**config.mk**
```make
export PLATFORM = sky130hd
export DESIGN_NAME = data_cache
export DESIGN_NICKNAME = d
export VERILOG_FILES = /design/src/rtl/cache_pkg.sv /design/src/rtl/cache_line_array.sv /design/src/rtl/data_cache.sv
export SDC_FILE = /design/constraint.sdc
export NUM_CORES = 1
export LEC_CHECK = 0
export ABC_CLOCK_PERIOD_IN_PS = 5500
export BUFFER_PORTS_ARGS = -buffer_cell sky130_fd_sc_hd__buf_4
export CORE_MARGIN = 2
export CORE_UTILIZATION = 55
export DETAILED_ROUTE_END_ITERATION = 10
export PLACE_DENSITY = 0.83
export SYNTH_ARGS = -nofsm -noshare
export SYNTH_HDL_FRONTEND = slang
export SYNTH_SLANG_ARGS = --single-unit
```
**constraint.sdc**
```tcl
create_clock -name clk_i -period 5.5 [get_ports clk_i]
set_input_delay 0.275 -clock clk_i [delete_from_list [all_inputs] [get_ports clk_i]]
set_output_delay 0.275 -clock clk_i [all_outputs]
set_load 0.005 [all_outputs]
```
**src/rtl/cache_pkg.sv**
```systemverilog
// Shared state type, field widths and byte helpers for the direct-mapped,
// write-through data cache.
package cache_pkg;

  localparam int WORD_WIDTH         = 32;
  localparam int LANE_WIDTH         = 8;
  localparam int LANES              = WORD_WIDTH / LANE_WIDTH;
  localparam int OFFSET_BITS        = $clog2(LANES);
  localparam int DEFAULT_SETS       = 16;
  localparam int DEFAULT_INDEX_BITS = $clog2(DEFAULT_SETS);
  localparam int DEFAULT_TAG_BITS   = WORD_WIDTH - DEFAULT_INDEX_BITS - OFFSET_BITS;
  localparam int COUNT_WIDTH        = 32;

  typedef enum logic [1:0] {
    IDLE  = 2'd0,
    FETCH = 2'd1,
    WRITE = 2'd2
  } cache_state_e;

  function automatic logic [LANE_WIDTH-1:0] select_byte(
    input logic [WORD_WIDTH-1:0]  word,
    input logic [OFFSET_BITS-1:0] offset
  );
    logic [LANE_WIDTH-1:0] result;
    result = '0;
    for (int b = 0; b < LANES; b++) begin
      if (offset == OFFSET_BITS'(b)) begin
        result = word[b*LANE_WIDTH +: LANE_WIDTH];
      end
    end
    return result;
  endfunction

  // Word accesses touch every lane; byte accesses touch only the addressed one.
  function automatic logic [LANES-1:0] byte_enable(
    input logic                   byte_op,
    input logic [OFFSET_BITS-1:0] offset
  );
    logic [LANES-1:0] be;
    if (byte_op) begin
      be = LANES'(1) << offset;
    end else begin
      be = '1;
    end
    return be;
  endfunction

  function automatic logic [COUNT_WIDTH-1:0] saturating_inc(input logic [COUNT_WIDTH-1:0] value);
    logic [COUNT_WIDTH-1:0] result;
    result = (value == '1) ? value : value + COUNT_WIDTH'(1);
    return result;
  endfunction

endpackage

```
**src/rtl/cache_line_array.sv**
```systemverilog
// Valid/tag/data storage for the cache lines: combinational lookup, one
// byte-enabled write port, and a global invalidate that clears valid bits only.
module cache_line_array
  import cache_pkg::*;
#(
  parameter int SETS       = DEFAULT_SETS,
  parameter int INDEX_BITS = DEFAULT_INDEX_BITS,
  parameter int TAG_BITS   = DEFAULT_TAG_BITS,
  parameter int DATA_WIDTH = WORD_WIDTH,
  parameter int BYTE_WIDTH = LANE_WIDTH
) (
  input  logic                             clk_i,
  input  logic                             rst_ni,
  input  logic                             invalidate,
  input  logic [INDEX_BITS-1:0]            lookup_index,
  input  logic [TAG_BITS-1:0]              lookup_tag,
  output logic                             hit,
  output logic [DATA_WIDTH-1:0]            lookup_data,
  input  logic                             wr_en,
  input  logic [INDEX_BITS-1:0]            wr_index,
  input  logic [TAG_BITS-1:0]              wr_tag,
  input  logic [DATA_WIDTH/BYTE_WIDTH-1:0] wr_be,
  input  logic [DATA_WIDTH-1:0]            wr_data
);

  localparam int BYTES = DATA_WIDTH / BYTE_WIDTH;

  logic [SETS-1:0]     valid_reg;
  logic [SETS-1:0]     valid_next;
  logic [TAG_BITS-1:0] tag_mem [SETS];

  genvar gi;

  generate
    for (gi = 0; gi < SETS; gi++) begin : g_set
      localparam logic [INDEX_BITS-1:0] SET_ID = INDEX_BITS'(gi);
      assign valid_next[gi] = invalidate                         ? 1'b0 :
                              (wr_en && (wr_index == SET_ID))    ? 1'b1 :
                                                                   valid_reg[gi];
    end
  endgenerate

  always_ff @(posedge clk_i) begin
    if (!rst_ni) begin
      valid_reg <= '0;
    end else begin
      valid_reg <= valid_next;
    end
  end

  // Tags and data need no reset: a line is only trusted once its valid bit is set.
  always_ff @(posedge clk_i) begin
    if (wr_en) begin
      tag_mem[wr_index] <= wr_tag;
    end
  end

  generate
    for (gi = 0; gi < BYTES; gi++) begin : g_lane
      logic [BYTE_WIDTH-1:0] lane_mem [SETS];

      always_ff @(posedge clk_i) begin
        if (wr_en && wr_be[gi]) begin
          lane_mem[wr_index] <= wr_data[gi*BYTE_WIDTH +: BYTE_WIDTH];
        end
      end

      assign lookup_data[gi*BYTE_WIDTH +: BYTE_WIDTH] = lane_mem[lookup_index];
    end
  endgenerate

  assign hit = valid_reg[lookup_index] && (tag_mem[lookup_index] == lookup_tag);

endmodule

```
**src/rtl/data_cache.sv**
```systemverilog
// Direct-mapped, write-through, no-write-allocate data cache with one-word
// lines. Load hits return in the request cycle; misses and stores stall the CPU.
module data_cache
  import cache_pkg::*;
#(
  parameter int DATA_WIDTH = 32,
  parameter int BYTE_WIDTH = 8,
  parameter int SETS       = 16,
  parameter int INDEX_BITS = $clog2(SETS)
) (
  input  logic                   clk_i,
  input  logic                   rst_ni,
  input  logic                   cpu_re_i,
  input  logic                   cpu_we_i,
  input  logic                   cpu_byte_op_i,
  input  logic [DATA_WIDTH-1:0]  cpu_addr_i,
  input  logic [DATA_WIDTH-1:0]  cpu_wd_i,
  input  logic                   flush_i,
  output logic [DATA_WIDTH-1:0]  cpu_rd_o,
  output logic                   stall_o,
  output logic                   mem_req_o,
  output logic                   mem_we_o,
  output logic                   mem_byte_op_o,
  output logic [DATA_WIDTH-1:0]  mem_addr_o,
  output logic [DATA_WIDTH-1:0]  mem_wd_o,
  input  logic [DATA_WIDTH-1:0]  mem_rd_i,
  input  logic                   mem_ready_i,
  output logic [COUNT_WIDTH-1:0] hit_count_o,
  output logic [COUNT_WIDTH-1:0] miss_count_o
);

  localparam int TAG_BITS = DATA_WIDTH - INDEX_BITS - OFFSET_BITS;
  localparam int BYTES    = DATA_WIDTH / BYTE_WIDTH;

  cache_state_e           state_reg, state_next;
  logic [COUNT_WIDTH-1:0] hit_count_reg, hit_count_next;
  logic [COUNT_WIDTH-1:0] miss_count_reg, miss_count_next;

  logic [OFFSET_BITS-1:0] offset;
  logic [INDEX_BITS-1:0]  index;
  logic [TAG_BITS-1:0]    tag;
  logic [DATA_WIDTH-1:0]  aligned_addr;
  logic                   hit;
  logic [DATA_WIDTH-1:0]  line_word;
  logic                   invalidate;
  logic                   wr_en;
  logic [BYTES-1:0]       wr_be;
  logic [DATA_WIDTH-1:0]  wr_data;

  assign offset       = cpu_addr_i[OFFSET_BITS-1:0];
  assign index        = cpu_addr_i[INDEX_BITS+OFFSET_BITS-1:OFFSET_BITS];
  assign tag          = cpu_addr_i[DATA_WIDTH-1:INDEX_BITS+OFFSET_BITS];
  assign aligned_addr = {cpu_addr_i[DATA_WIDTH-1:OFFSET_BITS], {OFFSET_BITS{1'b0}}};

  function automatic logic [DATA_WIDTH-1:0] format_load(
    input logic [DATA_WIDTH-1:0]  word,
    input logic                   byte_op,
    input logic [OFFSET_BITS-1:0] off
  );
    logic [DATA_WIDTH-1:0] result;
    result = byte_op ? DATA_WIDTH'(select_byte(word, off)) : word;
    return result;
  endfunction

  cache_line_array #(
    .SETS       (SETS),
    .INDEX_BITS (INDEX_BITS),
    .TAG_BITS   (TAG_BITS),
    .DATA_WIDTH (DATA_WIDTH),
    .BYTE_WIDTH (BYTE_WIDTH)
  ) u_lines (
    .clk_i        (clk_i),
    .rst_ni       (rst_ni),
    .invalidate   (invalidate),
    .lookup_index (index),
    .lookup_tag   (tag),
    .hit          (hit),
    .lookup_data  (line_word),
    .wr_en        (wr_en),
    .wr_index     (index),
    .wr_tag       (tag),
    .wr_be        (wr_be),
    .wr_data      (wr_data)
  );

  always_ff @(posedge clk_i) begin
    if (!rst_ni) begin
      state_reg      <= IDLE;
      hit_count_reg  <= '0;
      miss_count_reg <= '0;
    end else begin
      state_reg      <= state_next;
      hit_count_reg  <= hit_count_next;
      miss_count_reg <= miss_count_next;
    end
  end

  // The CPU holds its request stable while stalled, so the index/tag seen in
  // FETCH and WRITE are still those of the request accepted in IDLE.
  always_comb begin
    state_next      = state_reg;
    stall_o         = 1'b0;
    cpu_rd_o        = '0;
    mem_req_o       = 1'b0;
    mem_we_o        = 1'b0;
    mem_byte_op_o   = 1'b0;
    mem_addr_o      = aligned_addr;
    mem_wd_o        = cpu_wd_i;
    invalidate      = 1'b0;
    wr_en           = 1'b0;
    wr_be           = '1;
    wr_data         = mem_rd_i;
    hit_count_next  = hit_count_reg;
    miss_count_next = miss_count_reg;

    unique case (state_reg)
      IDLE: begin
        if (flush_i) begin
          invalidate = 1'b1;
          stall_o    = 1'b1;
        end else if (cpu_we_i) begin
          stall_o    = 1'b1;
          state_next = WRITE;
        end else if (cpu_re_i) begin
          if (hit) begin
            cpu_rd_o       = format_load(line_word, cpu_byte_op_i, offset);
            hit_count_next = saturating_inc(hit_count_reg);
          end else begin
            stall_o         = 1'b1;
            miss_count_next = saturating_inc(miss_count_reg);
            state_next      = FETCH;
          end
        end
      end

      FETCH: begin
        mem_req_o = 1'b1;
        if (mem_ready_i) begin
          wr_en      = 1'b1;
          cpu_rd_o   = format_load(mem_rd_i, cpu_byte_op_i, offset);
          state_next = IDLE;
        end else begin
          stall_o = 1'b1;
        end
      end

      WRITE: begin
        mem_req_o     = 1'b1;
        mem_we_o      = 1'b1;
        mem_byte_op_o = cpu_byte_op_i;
        mem_addr_o    = cpu_byte_op_i ? cpu_addr_i : aligned_addr;
        if (mem_ready_i) begin
          // No allocation on a store miss; a hit keeps the line coherent with memory.
          wr_en      = hit;
          wr_be      = byte_enable(cpu_byte_op_i, offset);
          wr_data    = cpu_byte_op_i ? {BYTES{cpu_wd_i[BYTE_WIDTH-1:0]}} : cpu_wd_i;
          state_next = IDLE;
        end else begin
          stall_o = 1'b1;
        end
      end

      default: state_next = IDLE;
    endcase
  end

  assign hit_count_o  = hit_count_reg;
  assign miss_count_o = miss_count_reg;

endmodule

```
Word-level counts from Yosys, hierarchy flattened:

Memories as Yosys holds them, arrays and structs flattened.
Cells that the tools add are included.

* word-level logic and storage cells: 146
* register bits after elaboration: 82
* input port bits: 103
* bits in writable memories: 928
* memories kept: 5

Memories
* u_lines.tag_mem: depth 16, width 26, rd ports 1, clocked after Yosys merged registers in 0, write ports 1, RTL line cache_line_array.sv:30 `logic [TAG_BITS-1:0] tag_mem [SETS];`
* u_lines.g_lane[0].lane_mem: depth 16, width 8, rd ports 1, clocked after Yosys merged registers in 0, write ports 1, RTL line cache_line_array.sv:60 `logic [BYTE_WIDTH-1:0] lane_mem [SETS];`
* u_lines.g_lane[1].lane_mem: depth 16, width 8, rd ports 1, clocked after Yosys merged registers in 0, write ports 1, RTL line cache_line_array.sv:60
* u_lines.g_lane[2].lane_mem: depth 16, width 8, rd ports 1, clocked after Yosys merged registers in 0, write ports 1, RTL line cache_line_array.sv:60
* u_lines.g_lane[3].lane_mem: depth 16, width 8, rd ports 1, clocked after Yosys merged registers in 0, write ports 1, RTL line cache_line_array.sv:60

* reductions and logical operators: 29
* shift operators: 1
* multiplexer cells: 56
* $lt $le $gt $ge: 1
* $add $sub $neg: 2
* eq/ne operators: 27
* bitwise operators: 6

Operator list (count)
* 32-bit two-way mux: 10
* 32-bit by 1-bit adder with 32-bit output, second input constant: 2
* 32-bit == test, second input constant: 2
* 8-bit two-way mux: 8
* 32-bit one-hot mux with 2 select lines: 1
* 4-bit == test, second input constant: 8
* 26-bit == test: 1
* 1-bit two-way mux: 23
* 1-bit logical AND: 21
* 4-bit by 3-bit == test with 1-bit output, second input constant: 4
* 2-bit two-way mux: 7
* 4-bit two-way mux: 3
* 6-bit AND reduction: 2
* 4-bit by 2-bit == test with 1-bit output, second input constant: 2
* 2-bit == test, second input constant: 3
* 3-bit inequality test, second input constant: 2
* 1-bit NOT: 6
* 4-bit by 5-bit < comparator with 1-bit output, second input constant: 1
* 1-bit binary-select mux with 4-bit select: 1
* 2-bit by 1-bit == test with 1-bit output, second input constant: 2
* 4-bit by 1-bit == test with 1-bit output, second input constant: 1
* 2-bit logical NOT: 2
* 4-bit logical NOT: 1
* 1-bit one-hot mux with 2 select lines: 2
* other kinds (6): 7

Logic depth before layout (Yosys ltp):

Gate-level depths: netlist of run 1.

* word-level depth: 11
* gate-level depth with buffers: 16
* mapped depth without buffers: 9

Cells and area by module:

Synthesis of run 1 repeated with hierarchy kept, for this count alone.

* cells, all modules: 2401
* area, all modules: 42454.5 µm²

Modules (own cells, without submodules)
* cache_line_array: cells each 1647, times used 1, area each 36932.9 µm²
* data_cache: cells each 754, times used 1, area each 5521.5 µm²

Worst setup path before layout of run 1:

No wires, ideal clock.

* path type: input-to-reg
* from: in cpu_addr_i[2]
* to: mem u_lines.tag_mem[0][0] (netlist name) (enable)
* setup slack: 1.237 ns
* buffers on the path: 5
* setup time: 0.410 ns
* stages: 13
* required time: 5.090 ns
* arrival: 3.853 ns
* cells stage by stage: buf_6 > buf_6 > buf_2 > mux2i_1 > nor3_1 > o31a_1 > a311o_1 > o32a_1 > nor3_2 > a41oi_1 > buf_2 > buf_2 > nor2_1

* longest elaborated chain between the ends: 7
* elaborated cells on any way between the ends: 9
* those cells by class: eq/ne: 1; mux: 6; reduce/logical: 1; memory: 1

Ends and longest elaborated chain
* start, declared: RTL line data_cache.sv:16 `input logic [DATA_WIDTH-1:0] cpu_addr_i,`
* memory 16 x 26 bit / 1-bit binary-select mux with 4-bit select (equally long branches)
* 26-bit == test / 1-bit two-way mux (equally long branches): RTL line cache_line_array.sv:72 `assign hit = valid_reg[lookup_index] && (tag_mem[lookup_index] == lookup_tag);`
* 1-bit logical AND: RTL line cache_line_array.sv:72
* 1-bit two-way mux: RTL line data_cache.sv:152 `if (mem_ready_i) begin`
* 1-bit one-hot mux with 2 select lines: RTL line data_cache.sv:116 `unique case (state_reg)`
* 1-bit two-way mux: RTL line cache_line_array.sv:53 `if (wr_en) begin`
* 1-bit two-way mux (implied by the code): RTL line cache_line_array.sv:54 `tag_mem[wr_index] <= wr_tag;`
* end, declared: RTL line cache_line_array.sv:30

Parallel ways exist; a longest one is shown, timed or not. The select of a mux whose other input is x is not followed.

Worst setup path in the final report of run 1:

* from: mem u_lines.tag_mem[11][12] (netlist name)
* to: out cpu_rd_o[0]

* longest elaborated chain between the ends: 8

Ends and longest elaborated chain
* memory 16 x 26 bit
* 26-bit == test: RTL line cache_line_array.sv:72
* 1-bit logical AND: RTL line cache_line_array.sv:72
* 32-bit two-way mux: RTL line data_cache.sv:125 `if (hit) begin`
* 32-bit two-way mux: RTL line data_cache.sv:124 `end else if (cpu_re_i) begin`
* 32-bit two-way mux: RTL line data_cache.sv:121 `end else if (cpu_we_i) begin`
* 32-bit two-way mux: RTL line data_cache.sv:118 `if (flush_i) begin`
* 32-bit one-hot mux with 2 select lines: RTL line data_cache.sv:116
* end, declared: RTL line data_cache.sv:19 `output logic [DATA_WIDTH-1:0] cpu_rd_o,`

No other way between the ends.

==> results.toml, run 1 <==
[cts]
cts_sinks = 1010
post_cts_buffers = 0
numCtsBuffers = 98
clock_latency_ns = 0.68
clockBufferDepth = 3
htree_levels = 3
cts_root_buf = "clkbuf_16"
cts_tree = "done"
cts.clk_slew.worst_paths_ns = 0.06

[grt]
grt_usage_pct = 27.84
grt_first_pass_wirelength_mm = 162.1
grt_overflow_total = 0
grt_start_max_net_pins = 96
first_global_vias = 25030
antenna_found_initial = 4

[route]
drt_wl_total_mm = 111.2
avgViaCountPerCell = 6.623
drt_iter0_drc = 3521
drt-pass1-iter-count = 7
wire_per_inst_um = 29.11
routed-via-count = 25310
antenna_left = 0
route.detailed.drc = 0

[yosys]
synth_nets = 2519
postSynth.asyncResetShare_pct = 0
ys.flop_type = "edfxtp_1"
synth_edf_count = 928
ys_seq_area_share_pct = 69.67
ys_types = 65
syn_inst = 2410
syn_avg_cell_area_um2 = 17.57
synth.cell_area_um2 = 42350
synth_warnings = 0
ys_ff_latch = 1010

[worst_setup_path]
required_ns = 5.22
slowest_stage = "mux4_2"
r2r_start = "u_lines.tag_mem[11][12]"
cp.arrival_ns = 4.50
slowest_delay_ns = 0.53
worst-setup-path-type = "flip-flop to output port"
cp-end-kind = "output port"
path_cells = "mux4_2 > mux4_2 > xnor2_1 > o21ai_0 > nor2_1 > and4b_1 > nand4_2 > buf_4 > o21ai_0 > buf_4"
cp-start-kind = "flip-flop"
worstPathMaxFanout = 57
setup.worst_path.start = "u_lines.tag_mem[11][12]"

[min_path]
min-delay-start = "flush_i"
min_path_type = "primary input to flip-flop"

[power_and_ir_drop]
pwr-share-clk_pct = 40.6
combPwrFrac_pct = 7.2
switchingPower_uw = 3634
p_seq_share_pct = 52.2
p_sw_share_pct = 22.44
p_leak_uw = 0.01637
powerDensity_nw_per_um2 = 330.9
p_int_uw = 12560
ir_worst_vdd_mv = 0.2723

[finish]
finish.utilization_pct = 64.33
largest_register = "u_lines.g_lane.lane_mem"
largest_reg_flops = 512
drive_above_1_share_pct = 28.57
reg.largest.list = "u_lines.g_lane.lane_mem x512, u_lines.tag_mem x416"
syn_to_final_growth_pct = 15.54
finalNetCount = 2824

[placed_design]
port-buffer-count = 266
hpwl_mm = 68.64
gp_congestion = 0.9369

[timing]
setup_tns_ns = 0
rsz0062_at_grt = "false"
final-setup-viol-count = 0
slew_violations = 0
relSlewSlack_pct = 21.35
hold_slack_ns = 0.06313
finalCritPeriodShare_pct = 86.81
max_freq_mhz = 209.4
hold_viol_final = 0
min_period_ns = 4.774
clock_skew_ns = 0.04083
tightest_slew_ns = 1.175

[floorplanning]
boundaryPins = 267
die_w_um = 281.5
coreArea_um2 = 76080
rows = 101
dieArea_um2 = 79240
initial_core_util_pct = 55.67
dieHeight_um = 281.5

[run]
max_cap_violations = 0

[status]
status = "finished, final reports clean"
## worst paths after layout
check | end | slack [ns] | depth (start not counted)
setup reg to reg | u_lines.g_lane[3].lane_mem[13][1] | 1.18 | 9
hold reg to reg | u_lines.valid_reg[13] | 0.47 | 1
hold / removal | miss_count_o[2] | 0.06 | 4
setup / recovery | cpu_rd_o[0] | 0.73 | 10
## per-layer routing
layer,part of all wire [%],global-route usage [%],vias up
met5,0.040,0,-
li1,-,-,10290
met3,11,5.742,376
met4,4.9,12.71,6
met2,49,44.97,1875
met1,36,36.78,12760
## timing repair
| action | 4_1_cts | 5_1_grt |
|---|---|---|
| hold buffers | 28 | 0 |
| endpoints found under the hold margin | 406 | 0 |
| endpoints found under the setup margin | 0 | 0 |
| gates resized for setup | 0 | 0 |
## layout make-up
type	count	area (um2)
sequential	1010	29510
fill	4945	27140
multi-input combinational	1171	11750
timing repair buffer	410	3187
clock buffer	123	2618
tap	1030	1289
clock inverter	52	491.7
inverter	24	90.09
antenna	1	2.502
## placed cells by master, fill, tap and decap left out, types with 14 or more instances in the layout
cell type and instances:
edfxtp_1 928, buf_4 378, mux4_2 235, mux2i_1 162, nand2_1 126, clkbuf_16 99
nor2_1 84, dfxtp_1 82, o21ai_0 53, nand2b_1 44, a22o_1 38, nand3_1 35
dlygate4sd3_1 28, o21a_1 27, a21oi_1 26, nor4_1 26, inv_1 21, a22oi_1 21
xnor2_1 20, nand4_1 19, clkbuf_1 19, nor3_1 18, clkinv_1 18, clkinv_2 17
nor2_4 16, and3_1 14, mux2_2 14
## Yosys cell counts, types with 7 or more instances
library cell,n,share of area (%)
a21oi_1,26,0.31
a221oi_1,9,0.19
a22o_1,38,0.79
a22oi_1,21,0.37
and2_1,7,0.10
and3_1,14,0.21
and4_1,11,0.23
buf_2,42,0.50
buf_4,75,1.3
clkbuf_1,79,0.70
dfxtp_1,82,3.9
edfxtp_1,928,66
inv_1,21,0.19
mux2_2,14,0.37
mux2i_1,162,3.8
mux4_2,235,12
nand2_1,127,1.1
nand2b_1,44,0.65
nand3_1,35,0.41
nand4_1,19,0.28
nor2_1,101,0.90
nor2b_1,9,0.13
nor3_1,18,0.21
nor4_1,26,0.38
o211ai_1,9,0.16
o21a_1,27,0.48
o21ai_0,60,0.71
o22ai_1,12,0.18
o311ai_0,12,0.25
o31ai_1,12,0.21
o41ai_1,11,0.23
or3_1,7,0.10
or4_1,10,0.18
xnor2_1,20,0.41
xor2_1,8,0.17
## through the flow
stage | instance area (um2) | instances | total power (uW) | setup WS [ns]
after floorplan | 42350 | 2410 | 9264 | 1.237
after global placement | 45540 | 3617 | 9701 | 0.8730
after detailed placement | 45540 | 3617 | 9733 | 0.6998
after CTS | 48930 | 3820 | 16220 | 0.8040
after global routing | 48930 | 3820 | 16570 | 0.6298
final | 48940 | 3821 | 16190 | 0.7255
## cell families after synthesis
logic type               after synthesis  share of synthesized area, %
flip-flops                          1010                         69.67
multiplexers                         411                         16.70
adder cells (fa/ha/maj)                6                        0.1772
XOR/XNOR                              28                        0.5790
AO/OA/AOI/OAI                        282                         4.736
AND/OR/NAND/NOR                      444                         5.214
buffers and inverters                229                         2.925
## power by group through the flow
| stage | clock (uW) | combinational, uW | sequential [uW] |
|---|---|---|---|
| floorplan | 0 | 644 | 8620 |
| global placement | 0 | 1090 | 8610 |
| detailed placement | 0 | 1120 | 8620 |
| CTS | 6610 | 1150 | 8450 |
| global route | 6900 | 1220 | 8450 |
| finish | 6570 | 1170 | 8450 |
## worst max-delay path, delay by kind of cell, from the launching register on
| kind | cells | cell delay, ns |
|---|---|---|
| AND/OR/NAND/NOR | 3 | 0.79 |
| AO/OA/AOI/OAI | 2 | 0.69 |
| multiplexers | 2 | 1.03 |
| XOR/XNOR | 1 | 0.32 |
| flip-flops | 1 | 0.37 |
| buffers and inverters | 2 | 0.61 |
(Power assumes the default switching activity.)
==> run 2, diff against run 1 <==
--- a/config.mk
+++ b/config.mk
@@ -10,6 +10,7 @@
 export CORE_MARGIN = 2
 export CORE_UTILIZATION = 55
 export DETAILED_ROUTE_END_ITERATION = 10
+export MAX_ROUTING_LAYER = met4
 export PLACE_DENSITY = 0.83
 export SYNTH_ARGS = -nofsm -noshare
 export SYNTH_HDL_FRONTEND = slang
==> run 2 against run 1 <==
Non-clock buffer count fell by 4. Via count barely moved. Count of clock-buffer cells in the layout fell by 3. Largest cell class unchanged. Critical path type unchanged.
==> results.toml, run 2 (synthesis gave the netlist of run 1 again) <==
[status]
status = "finished, final reports clean"

[timing]
clock_skew_ns = 0.06868
final-setup-viol-count = 0
hold_slack_ns = 0.05412
relSlewSlack_pct = 26.98
min_period_ns = 4.631
hold_viol_final = 0
setup_tns_ns = 0
slew_violations = 0
finalCritPeriodShare_pct = 84.19
max_freq_mhz = 216.0
tightest_slew_ns = 1.091
rsz0062_at_grt = "false"

[floorplanning]
die_w_um = 281.5
rows = 101
dieArea_um2 = 79240
coreArea_um2 = 76080
boundaryPins = 267
dieHeight_um = 281.5
initial_core_util_pct = 55.67

[cts]
numCtsBuffers = 98
clockBufferDepth = 3
cts_sinks = 1010
clock_latency_ns = 0.68
post_cts_buffers = 0
cts_tree = "done"
cts.clk_slew.worst_paths_ns = 0.06
htree_levels = 3
cts_root_buf = "clkbuf_16"

[grt]
grt_overflow_total = 0
grt_start_max_net_pins = 96
grt_usage_pct = 28.89
antenna_found_initial = 1
grt_first_pass_wirelength_mm = 163.1
first_global_vias = 25030

[finish]
layout_common_cells = "928 x edfxtp_1, 373 x buf_4, 235 x mux4_2"
reg.largest.list = "u_lines.g_lane.lane_mem x512, u_lines.tag_mem x416"
fill_cells = 4933
finalNetCount = 2820
largest_reg_flops = 512
drive_above_1_share_pct = 28.76
layout_commonest_cell = "edfxtp_1"
largest_register = "u_lines.g_lane.lane_mem"
syn_to_final_growth_pct = 16.08

[placed_design]
hpwl_mm = 67.85
gp_congestion = 0.9092
port-buffer-count = 266

[power_and_ir_drop]
p_leak_uw = 0.01645
powerDensity_nw_per_um2 = 336.9
ir_worst_vdd_mv = 0.3004
finalPower_uw = 16560

[route]
avgViaCountPerCell = 6.608
routed-via-count = 25300
route.detailed.drc = 0
antenna_left = 0
drt_iter0_drc = 3437
drt-pass1-iter-count = 6
drt_wl_total_mm = 111.2
wire_per_inst_um = 29.05

[worst_setup_path]
slowest_stage = "mux4_2"
r2r_start = "u_lines.tag_mem[7][11]"
slowest_delay_ns = 0.52
worst-setup-path-type = "flip-flop to output port"
required_ns = 5.22
cp.arrival_ns = 4.36
cp-end-kind = "output port"
path_cells = "mux4_2 > and2_0 > o31a_1 > a311o_1 > o32a_1 > nor3_2 > nand4_2 > nor2_1 > buf_4 > a22o_1 > buf_4"
cp-start-kind = "flip-flop"
cp_common_cell = "buf_4"
setup.worst_path.start = "u_lines.tag_mem[7][11]"
worstPathMaxFanout = 24

[min_path]
min_path_type = "primary input to flip-flop"
min-delay-start = "flush_i"

[run]
max_cap_violations = 0
-- run 2: cell types whose count changed in the layout (fill, tap and decap cells not counted), sizes merged --
cell      change
buf           -4
bufinv        +7
clkbuf        -3
clkinv        +7
clkinvlp      +3
diode         +1
inv           -4
-- run 2: layout make-up --
class / instances / area (um2) / area share, %
inverter: 24 / 90.09 / 0.1832
multi-input combinational: 1171 / 11750 / 23.90
sequential: 1010 / 29510 / 60.02
clock buffer: 120 / 2584 / 5.255
timing repair buffer: 406 / 3169 / 6.446
clock inverter: 65 / 768.2 / 1.563
tap: 1030 / 1289 / 2.621
antenna: 2 / 5.005 / 0.01018
-- run 2: timing repair --
item,4_1_cts,5_1_grt
hold endpoints to repair,409,0
hold buffers,28,0
gates resized for setup,0,0
-- run 2: critical path: cells and delay by family, from the launching register on --
kind,cells,cell delay (ns)
flip-flops,1,0.42
multiplexers,1,0.52
AND/OR/NAND/NOR,4,1.07
AO/OA/AOI/OAI,4,1.19
buffers and inverters,2,0.46
-- run 2: stage by stage --
step / area (um2) / std cells / setup slack (ns) / util, %
global route: 49160 / 3827 / 0.7610 / 64.62
CTS: 49160 / 3826 / 0.8668 / 64.62
detailed placement: 45530 / 3613 / 0.8356 / 59.84
global placement: 45530 / 3613 / 0.9531 / 59.84
finish: 49160 / 3828 / 0.8694 / 64.62
floorplan: 42350 / 2410 / 1.237 / -
-- run 2: metal layers --
layer / GRT usage (%) / up-vias / part of all wire (%)
met1: 37.07 / 12760 / 36
met5: - / - / 0
met4: 10.04 / 0 / 3.9
li1: - / 10310 / -
met3: 6.704 / 352 / 11
met2: 45.75 / 1877 / 49
-- run 2: worst paths after layout --
kind / depth (start not counted) / endpoint / slack (ns)
max: 11 / cpu_rd_o[11] / 0.87
min: 4 / miss_count_o[2] / 0.05
max reg2reg: 9 / u_lines.g_lane[3].lane_mem[13][2] / 1.12
min reg2reg: 1 / u_lines.valid_reg[6] / 0.47
-- run 2: power by group --
| part | switching, uW | internal [uW] |
|---|---|---|
| clock network | 2950 | 3990 |
| registers | 4.95 | 8450 |
| logic | 732 | 443 |
| total | 3680 | 12900 |
